$ cat config.mk
export PLATFORM = sky130hd
export DESIGN_NAME = dma_read_engine
export DESIGN_NICKNAME = d
export VERILOG_FILES = /design/src/rtl/dma_read_engine.sv
export SDC_FILE = /design/constraint.sdc
export NUM_CORES = 2
export LEC_CHECK = 0
export CAP_MARGIN = 25
export CORE_AREA = 2 2 256 258
export DETAILED_ROUTE_END_ITERATION = 10
export DIE_AREA = 0 0 258 260
export GPL_TIMING_DRIVEN = 0
export PLACE_DENSITY = 0.74
export SLEW_MARGIN = 15
export SYNTH_ARGS = -nofsm -noshare
export SYNTH_HDL_FRONTEND = slang
export SYNTH_SLANG_ARGS = --single-unit
$ cat constraint.sdc
create_clock -name clk -period 7.25 [get_ports clk]
set_input_delay 0.725 -clock clk [delete_from_list [all_inputs] [get_ports clk]]
set_output_delay 0.725 -clock clk [all_outputs]
set_load 0.1 [all_outputs]
$ cat src/rtl/dma_read_engine.sv
// Strided 2-D read DMA: walks rows*row_beats beat addresses with at most MAX_OUTSTANDING reads in flight.
// Build macro DMA_ALIGN_CHECK_EN: a misaligned addr/stride completes at once with dma_err instead of being masked.
module dma_read_engine #(
   parameter int DATA_W          = 256,
   parameter int ADDR_W          = 32,
   parameter int MAX_OUTSTANDING = 4
) (
   input  logic              clk,
   input  logic              rstn,
   input  logic              dma_start,
   input  logic [ADDR_W-1:0] dma_addr,
   input  logic [ADDR_W-1:0] dma_stride,
   input  logic [15:0]       dma_rows,
   input  logic [15:0]       dma_row_beats,
   output logic              dma_valid,
   output logic              dma_ready,
   output logic [DATA_W-1:0] dma_data,
   output logic              dma_done,
   output logic              dma_busy,
   output logic              dma_err,
   output logic              mem_req,
   output logic [ADDR_W-1:0] mem_addr,
   input  logic              mem_gnt,
   input  logic              mem_rvalid,
   input  logic [DATA_W-1:0] mem_rdata
);

   localparam int                BEAT_BYTES = DATA_W / 8;
   localparam int                OUT_W      = $clog2(MAX_OUTSTANDING + 1);
   localparam logic [ADDR_W-1:0] BEAT_INC   = ADDR_W'(BEAT_BYTES);
   localparam logic [ADDR_W-1:0] ALIGN_MASK = ADDR_W'(BEAT_BYTES - 1);
   localparam logic [OUT_W-1:0]  OUT_MAX    = OUT_W'(MAX_OUTSTANDING);
   localparam logic [OUT_W-1:0]  OUT_ONE    = OUT_W'(1);
   localparam logic [OUT_W-1:0]  OUT_ZERO   = OUT_W'(0);

   typedef enum logic [1:0] {
      S_IDLE  = 2'd0,
      S_REQ   = 2'd1,
      S_DRAIN = 2'd2,
      S_DONE  = 2'd3
   } state_t;

   state_t            r_state;
   state_t            w_state_nxt;
   logic [ADDR_W-1:0] r_addr;
   logic [ADDR_W-1:0] r_row_addr;
   logic [ADDR_W-1:0] r_stride;
   logic [15:0]       r_rows;
   logic [15:0]       r_row_beats;
   logic [15:0]       r_row;
   logic [15:0]       r_beat;
   logic [31:0]       r_total;
   logic [31:0]       r_rcv;
   logic [31:0]       w_rcv_nxt;
   logic [OUT_W-1:0]  r_outstanding;
   logic [OUT_W-1:0]  w_out_nxt;
   logic              r_mem_req;
   logic              r_valid;
   logic              r_done;
   logic              r_busy;
   logic [DATA_W-1:0] r_data;
   logic              w_grant;
   logic              w_rsp_acc;
   logic              w_row_end;
   logic              w_last_req;
   logic              w_zero_len;
   logic              w_misaligned;
   logic [ADDR_W-1:0] w_addr_in;
   logic [ADDR_W-1:0] w_stride_in;

   assign w_grant    = r_mem_req & mem_gnt;
   assign w_rsp_acc  = mem_rvalid & (r_outstanding != OUT_ZERO);
   assign w_row_end  = (r_beat == (r_row_beats - 16'd1));
   assign w_last_req = w_row_end & (r_row == (r_rows - 16'd1));
   assign w_zero_len = (dma_rows == 16'd0) | (dma_row_beats == 16'd0);
   assign w_rcv_nxt  = r_rcv + {31'd0, w_rsp_acc};

`ifdef DMA_ALIGN_CHECK_EN
   logic r_err;

   assign w_misaligned = (((dma_addr | dma_stride) & ALIGN_MASK) != {ADDR_W{1'b0}});
   assign w_addr_in    = dma_addr;
   assign w_stride_in  = dma_stride;
   assign dma_err      = r_err;

   // Error pulse lines up with the immediate DONE of a misaligned start.
   always_ff @(posedge clk) begin
      if (!rstn) begin
         r_err <= 1'b0;
      end else begin
         r_err <= (r_state == S_IDLE) && dma_start && w_misaligned;
      end
   end
`else
   assign w_misaligned = 1'b0;
   assign w_addr_in    = dma_addr & ~ALIGN_MASK;
   assign w_stride_in  = dma_stride & ~ALIGN_MASK;
   assign dma_err      = 1'b0;
`endif

   // Grant and accepted response in the same cycle cancel out.
   always_comb begin
      w_out_nxt = r_outstanding;
      if (w_grant && !w_rsp_acc) begin
         w_out_nxt = r_outstanding + OUT_ONE;
      end else if (!w_grant && w_rsp_acc) begin
         w_out_nxt = r_outstanding - OUT_ONE;
      end else begin
         w_out_nxt = r_outstanding;
      end
   end

   // Next-state logic.
   always_comb begin
      w_state_nxt = r_state;
      case (r_state)
         S_IDLE: begin
            if (dma_start && (w_zero_len || w_misaligned)) begin
               w_state_nxt = S_DONE;
            end else if (dma_start) begin
               w_state_nxt = S_REQ;
            end else begin
               w_state_nxt = S_IDLE;
            end
         end
         S_REQ: begin
            if (w_grant && w_last_req) begin
               w_state_nxt = S_DRAIN;
            end else begin
               w_state_nxt = S_REQ;
            end
         end
         S_DRAIN: begin
            if ((w_out_nxt == OUT_ZERO) && (w_rcv_nxt == r_total)) begin
               w_state_nxt = S_DONE;
            end else begin
               w_state_nxt = S_DRAIN;
            end
         end
         S_DONE: begin
            w_state_nxt = S_IDLE;
         end
         default: begin
            w_state_nxt = S_IDLE;
         end
      endcase
   end

   // State register.
   always_ff @(posedge clk) begin
      if (!rstn) begin
         r_state <= S_IDLE;
      end else begin
         r_state <= w_state_nxt;
      end
   end

   // Transfer descriptor capture and address walk; address only advances on a grant.
   always_ff @(posedge clk) begin
      if (!rstn) begin
         r_addr      <= {ADDR_W{1'b0}};
         r_row_addr  <= {ADDR_W{1'b0}};
         r_stride    <= {ADDR_W{1'b0}};
         r_rows      <= 16'd0;
         r_row_beats <= 16'd0;
         r_row       <= 16'd0;
         r_beat      <= 16'd0;
         r_total     <= 32'd0;
         r_rcv       <= 32'd0;
      end else if ((r_state == S_IDLE) && dma_start) begin
         r_addr      <= w_addr_in;
         r_row_addr  <= w_addr_in;
         r_stride    <= w_stride_in;
         r_rows      <= dma_rows;
         r_row_beats <= dma_row_beats;
         r_row       <= 16'd0;
         r_beat      <= 16'd0;
         r_total     <= 32'(dma_rows) * 32'(dma_row_beats);
         r_rcv       <= 32'd0;
      end else begin
         r_rcv <= w_rcv_nxt;
         if (w_grant) begin
            if (w_row_end) begin
               r_beat     <= 16'd0;
               r_row      <= r_row + 16'd1;
               r_row_addr <= r_row_addr + r_stride;
               r_addr     <= r_row_addr + r_stride;
            end else begin
               r_beat <= r_beat + 16'd1;
               r_addr <= r_addr + BEAT_INC;
            end
         end
      end
   end

   // Registered outputs, computed from next-state values so they line up with the state.
   always_ff @(posedge clk) begin
      if (!rstn) begin
         r_outstanding <= OUT_ZERO;
         r_mem_req     <= 1'b0;
         r_valid       <= 1'b0;
         r_done        <= 1'b0;
         r_busy        <= 1'b0;
         r_data        <= {DATA_W{1'b0}};
      end else begin
         r_outstanding <= w_out_nxt;
         r_mem_req     <= (w_state_nxt == S_REQ) && (w_out_nxt < OUT_MAX);
         r_valid       <= w_rsp_acc;
         r_done        <= (w_state_nxt == S_DONE);
         r_busy        <= (w_state_nxt != S_IDLE);
         if (w_rsp_acc) begin
            r_data <= mem_rdata;
         end
      end
   end

   assign mem_req   = r_mem_req;
   assign mem_addr  = r_addr;
   assign dma_valid = r_valid;
   assign dma_ready = r_valid;
   assign dma_data  = r_data;
   assign dma_done  = r_done;
   assign dma_busy  = r_busy;

endmodule

Word-level counts from Yosys, hierarchy flattened
Index checks and enable logic that the tools add are counted. Widths: inputs -> output; s select.

Reductions and logical operators: 20. Magnitude comparators: 1. Mux-type cells: 14. Equal/unequal tests: 8. Shifts and indexed selects: 0. Multipliers: 1. Bitwise operators: 5. Divide/modulo/power cells: 0. $add $sub $neg: 9.

Operator list (number): $mux 32 (6); $add 16x1->16 const B (2); $add 32x1->32 (1); $add 32x32->32 (1); $add 32x6->32 const B (1); $eq 16x16->1 (2); $eq 32x32->1 (1); $logic_not 16->1 (2); $mul 16x16->32 (1); $sub 16x1->16 const B (2); $mux 16 (1); $pmux 2 s4 (1); $logic_and 1x1->1 (7); $eq 2x2->1 const B (3); $mux 3 (2); $reduce_bool 2->1 (3); $eq 2x1->1 const B (2); $mux 2 (2); $reduce_and 2->1 (2); $add 3x1->3 const B (1); $and 1x1->1 (3); $logic_not 3->1 (1); $lt 3x3->1 const B (1); $reduce_bool 3->1 (1); other kinds (7) (9).

Bits in read-only memories: 0. Bits in latches: 0. Memory bits (writable): 0. Flip-flop bits (word level): 484. Output and inout bits: 294. Memories kept: 0. Logic and storage cells: 76. Input port bits: 357.

Logic depth before layout (Yosys ltp)
Word-level depth: 11. Depth in mapped cells: 24. Depth with buffers taken out: 23.

Worst setup path before layout
No wires, ideal clock.

Path kind: input to register. Start point: input port dma_row_beats[7]. End point: register r_total[28]. Buffers on the path: 2. Setup time: 0.133 ns. Required time: 7.117 ns. Stages: 22. Setup slack: 0.757 ns. Arrival: 6.360 ns. Cell sequence: clkbuf_1 -> clkbuf_1 -> nand2_1 -> fa_1 -> inv_1 -> fa_1 -> inv_1 -> fa_1 -> inv_1 -> fa_1 -> fa_1 -> inv_1 -> fa_1 -> inv_1 -> ha_1 -> nand2_1 -> or4_1 -> o31ai_1 -> a41oi_1 -> a21oi_1 -> xnor2_1 -> a21oi_1.

Longest elaborated chain between the ends: 1.

Ends and longest elaborated chain: start: declaration (RTL line 14) `input logic [15:0] dma_row_beats,`; $mul 16x16->32 (RTL line 178) `r_total <= 32'(dma_rows) * 32'(dma_row_beats);`; end signal: assignment (RTL line 178); end: declaration (RTL line 52) `logic [31:0] r_total;`.

No other way between the ends. A chain may end at the register's enable or synchronous reset.

Final worst setup path
Start point: input port dma_row_beats[11]. End point: register r_total[28].

The elaborated chain is that of the path after synthesis.

==> impl_metrics.yaml <==
worst_setup_path:
  arrival_ps: 7490
  slowest_delay_ps: 880
  startpoint: "dma_row_beats[11]"
  crit_type: "in -> reg"
  critical_path_buf_inv_count: 5
  critical-path-top-delay-family: "adder cells"
  crit_slowest_cell: "clkdlybuf4s50_1"
  end_kind: "register"
  cpMostUsedCell: "fa_1"
  path_cells: "clkdlybuf4s50_1 -> clkbuf_2 -> nand2_1 -> fa_1 -> inv_1 -> fa_1 -> fa_1 -> fa_1 -> fa_1 -> inv_1 -> fa_1 -> inv_1 -> ha_1 -> nand3_1 -> or4_1 -> o31ai_4 -> a41oi_2 -> a21oi_1 -> xnor2_1 -> a21oi_1"
  cp_max_fo: 10
  reg2reg_from: "r_outstanding[0]$_SDFF_PN0_"
  required_ps: 7690
  startpoint_type: "input port"
sta:
  period_minus_slack_ps: 7040
  hold_viol: 0
  fmax_ghz: 0.142
  whs_ps: 453
  setup-violations-final: 0
  max_slew_margin_pct: 24.5
  worst_pin_slew_ps: 1130
  report.final.slew_viol_count: 0
  layout_setup_ws_ps: 206
  rsz0062_at_grt: "no"
  setup_tns_ps: 0
  finClkSkew_ps: 35.7
  fin_crit_sh_pct: 97.2
job:
  maxCapViolations: 0
floorplan:
  start_util_pct: 46.0
  io_pins: 651
  core_area_um2: 64100
  fp.dieArea_um2: 67100
  chipHeight_um: 260
  num_rows: 93
  die_x_um: 258
placed_design:
  gp_congestion: 1.02
  dp_hpwl_um: 105000
  pre_cts_ws_ps: -876
  dp.cells: 5192
  port_buffers: 622
routing:
  final_antenna_net_count: 0
  dr.first_iter.drc_count: 2681
  vias_per_cell: 5.59
  dr.pass1.iters: 7
  vias: 29700
  wirelength_um: 129000
  drc_errors: 0
  detail_route.wl_per_cell_um: 24.4
clock_network:
  cts.clk_slew.worst_paths_ps: 60
  cts.sinks: 479
  cts_buffer_depth: 3
  cts_hold_buffers: 0
  clock-root-buffer: "clkbuf_16"
  clk_latency_ps: 620
  cts_htree_levels: 2
  numCtsBuffers: 53
  cts_tree: "yes"
cells_and_area:
  fill_cells: 5793
  final_cells: 5305
  final_common_cell: "nand2_1"
  syn2layout_area_growth_pct: 32.9
  layout_common_cells: "928 x nand2_1, 617 x clkdlybuf4s50_1, 479 x dfxtp_1"
  layout-drive-gt1-share_pct: 3.88
  final_nets: 5085
logic_synthesis:
  synthArstFlopShare_pct: 0
  syn_nets: 4389
  ys.flop_type: "dfxtp_1"
  syn_inst: 3697
  ys_seq_area_share_pct: 32.5
  synth_enable_flop_cells: 0
  avgSynthCellArea_um2: 7.98
  synth_seq_cells: 479
  yosys_warnings: 0
  synth_area_um2: 29500
  synth.distinct_cells: 82
power_and_ir_drop:
  power.density_nw_per_um2: 415
  ir_drop_mv: 0.524
  p_leak_nw: 15.7
global_route:
  grt_max_degree: 15
  antenna_found_initial: 47
  grt_pass1_vias: 28400
  grt_overflow: 0
  grt_pass1_wl_um: 187000
  grtUsageTotal_pct: 37.7
hold_path:
  hp-class: "reg -> reg"
  hold_start: "dma_data[231]$_SDFFE_PN0P_"
status:
  status: "finished, final reports clean"
synthesized netlist by cell type, drive strengths merged (8+ instances only):
cell type    n  area, um^2
nand2      928        3480
dfxtp      479        9590
a21oi      445        2230
inv        270        1010
clkbuf     198         744
fa         195        3900
ha         140        1750
nor2       140         526
and2       124         776
xnor2       97         850
o21ai       91         455
xor2        66         578
nand3       57         285
nor3        41         221
nor4        38         253
nand4       34         219
a21o        32         240
a31oi       30         188
and3        30         188
buf         26         136
or3         19         130
or4         18         143
a211oi      15         113
mux2i       13         130
nand2b      12        75.1
and4        10        87.6
o21a        10        75.1
nor2b        9        56.3
o211ai       9        67.6
nor3b        8        60.1
o21bai       8        60.1
o22ai        8        50.1
o31ai        8        65.1
or2          8        50.1
sequential cells by signal, summed over array words and instances (netlist names), 27 cells and up:
register	cells
r_row_addr	27
r_stride	27
r_rcv	32
dma_data	256
mem_addr	32
r_total	32
layout make-up:
class	instances	area, um^2	share of cell area [%]
well taps	855	1070	2.73
plain buffers	224	908	2.32
multi-input cells	2723	18000	46.0
flip-flops and latches	479	9590	24.5
repair buffers	641	6760	17.2
inverters	271	1020	2.59
diodes	20	50.0	0.128
clock buffers	67	1470	3.75
clock inverters	25	304	0.775
logic make-up (layout without fill, tap and decap cells):
family	count (synthesis)	count (layout)	share of synthesized area (%)
other	1	21	0.0127
muxes	16	16	0.555
DFF	479	479	32.5
adders and majority gates	336	336	19.2
and+or+nand+nor	1489	1489	22.6
xor gates and xnor gates	163	163	4.84
buffers and inverters	495	1228	6.43
AOI/OAI and AO/OA	718	718	13.9
what timing repair did:
action / CTS / global route
gates resized for setup: 10 / 34
buffers inserted: 0 / 0
endpoints found under the setup margin: 1 / 7
endpoints found under the hold margin: 0 / 0
power by group:
| group | switching (mW) | total, mW | internal, mW |
|---|---|---|---|
| Combinational | 6.75 | 10.1 | 3.36 |
| Clock | 1.18 | 2.79 | 1.61 |
| Sequential | 0.291 | 3.36 | 3.07 |
| Total | 8.22 | 16.3 | 8.04 |
stage by stage:
| step | area [um^2] | util, % | total power, mW |
|---|---|---|---|
| 2_1_floorplan | 29500 | - | 10.6 |
| 3_3_place_gp | 36800 | 57.4 | 13.1 |
| 3_5_place_dp | 37300 | 58.2 | 13.3 |
| 4_1_cts | 39100 | 61.0 | 16.1 |
| 5_1_grt | 39200 | 61.1 | 17.2 |
| 6_report | 39200 | 61.2 | 16.3 |
final timing paths:
check,slack [ps],cells past startpoint,endpoint
worst max-delay path,210,20,r_total[28]$_SDFFE_PN0P_
worst min-delay path,450,2,dma_data[231]$_SDFFE_PN0P_
worst max register to register,850,20,mem_req$_SDFF_PN0_
worst min register to register,450,2,dma_data[231]$_SDFFE_PN0P_
routing by layer:
layer | global-route usage (%) | wire [um] | vias up
li1 | - | - | 13600
met1 | 46.3 | 49600 | 14100
met2 | 58.5 | 56800 | 1514
met3 | 11.4 | 14000 | 377
met4 | 22.3 | 8650 | 38
met5 | 0 | 264 | -
worst min-delay path, delay by kind of cell (launching register included):
kind            cells  cell delay [ps]
flops               1              310
compound gates      1               50
simple gates        1               50
Power figures use the tool's default switching activity.
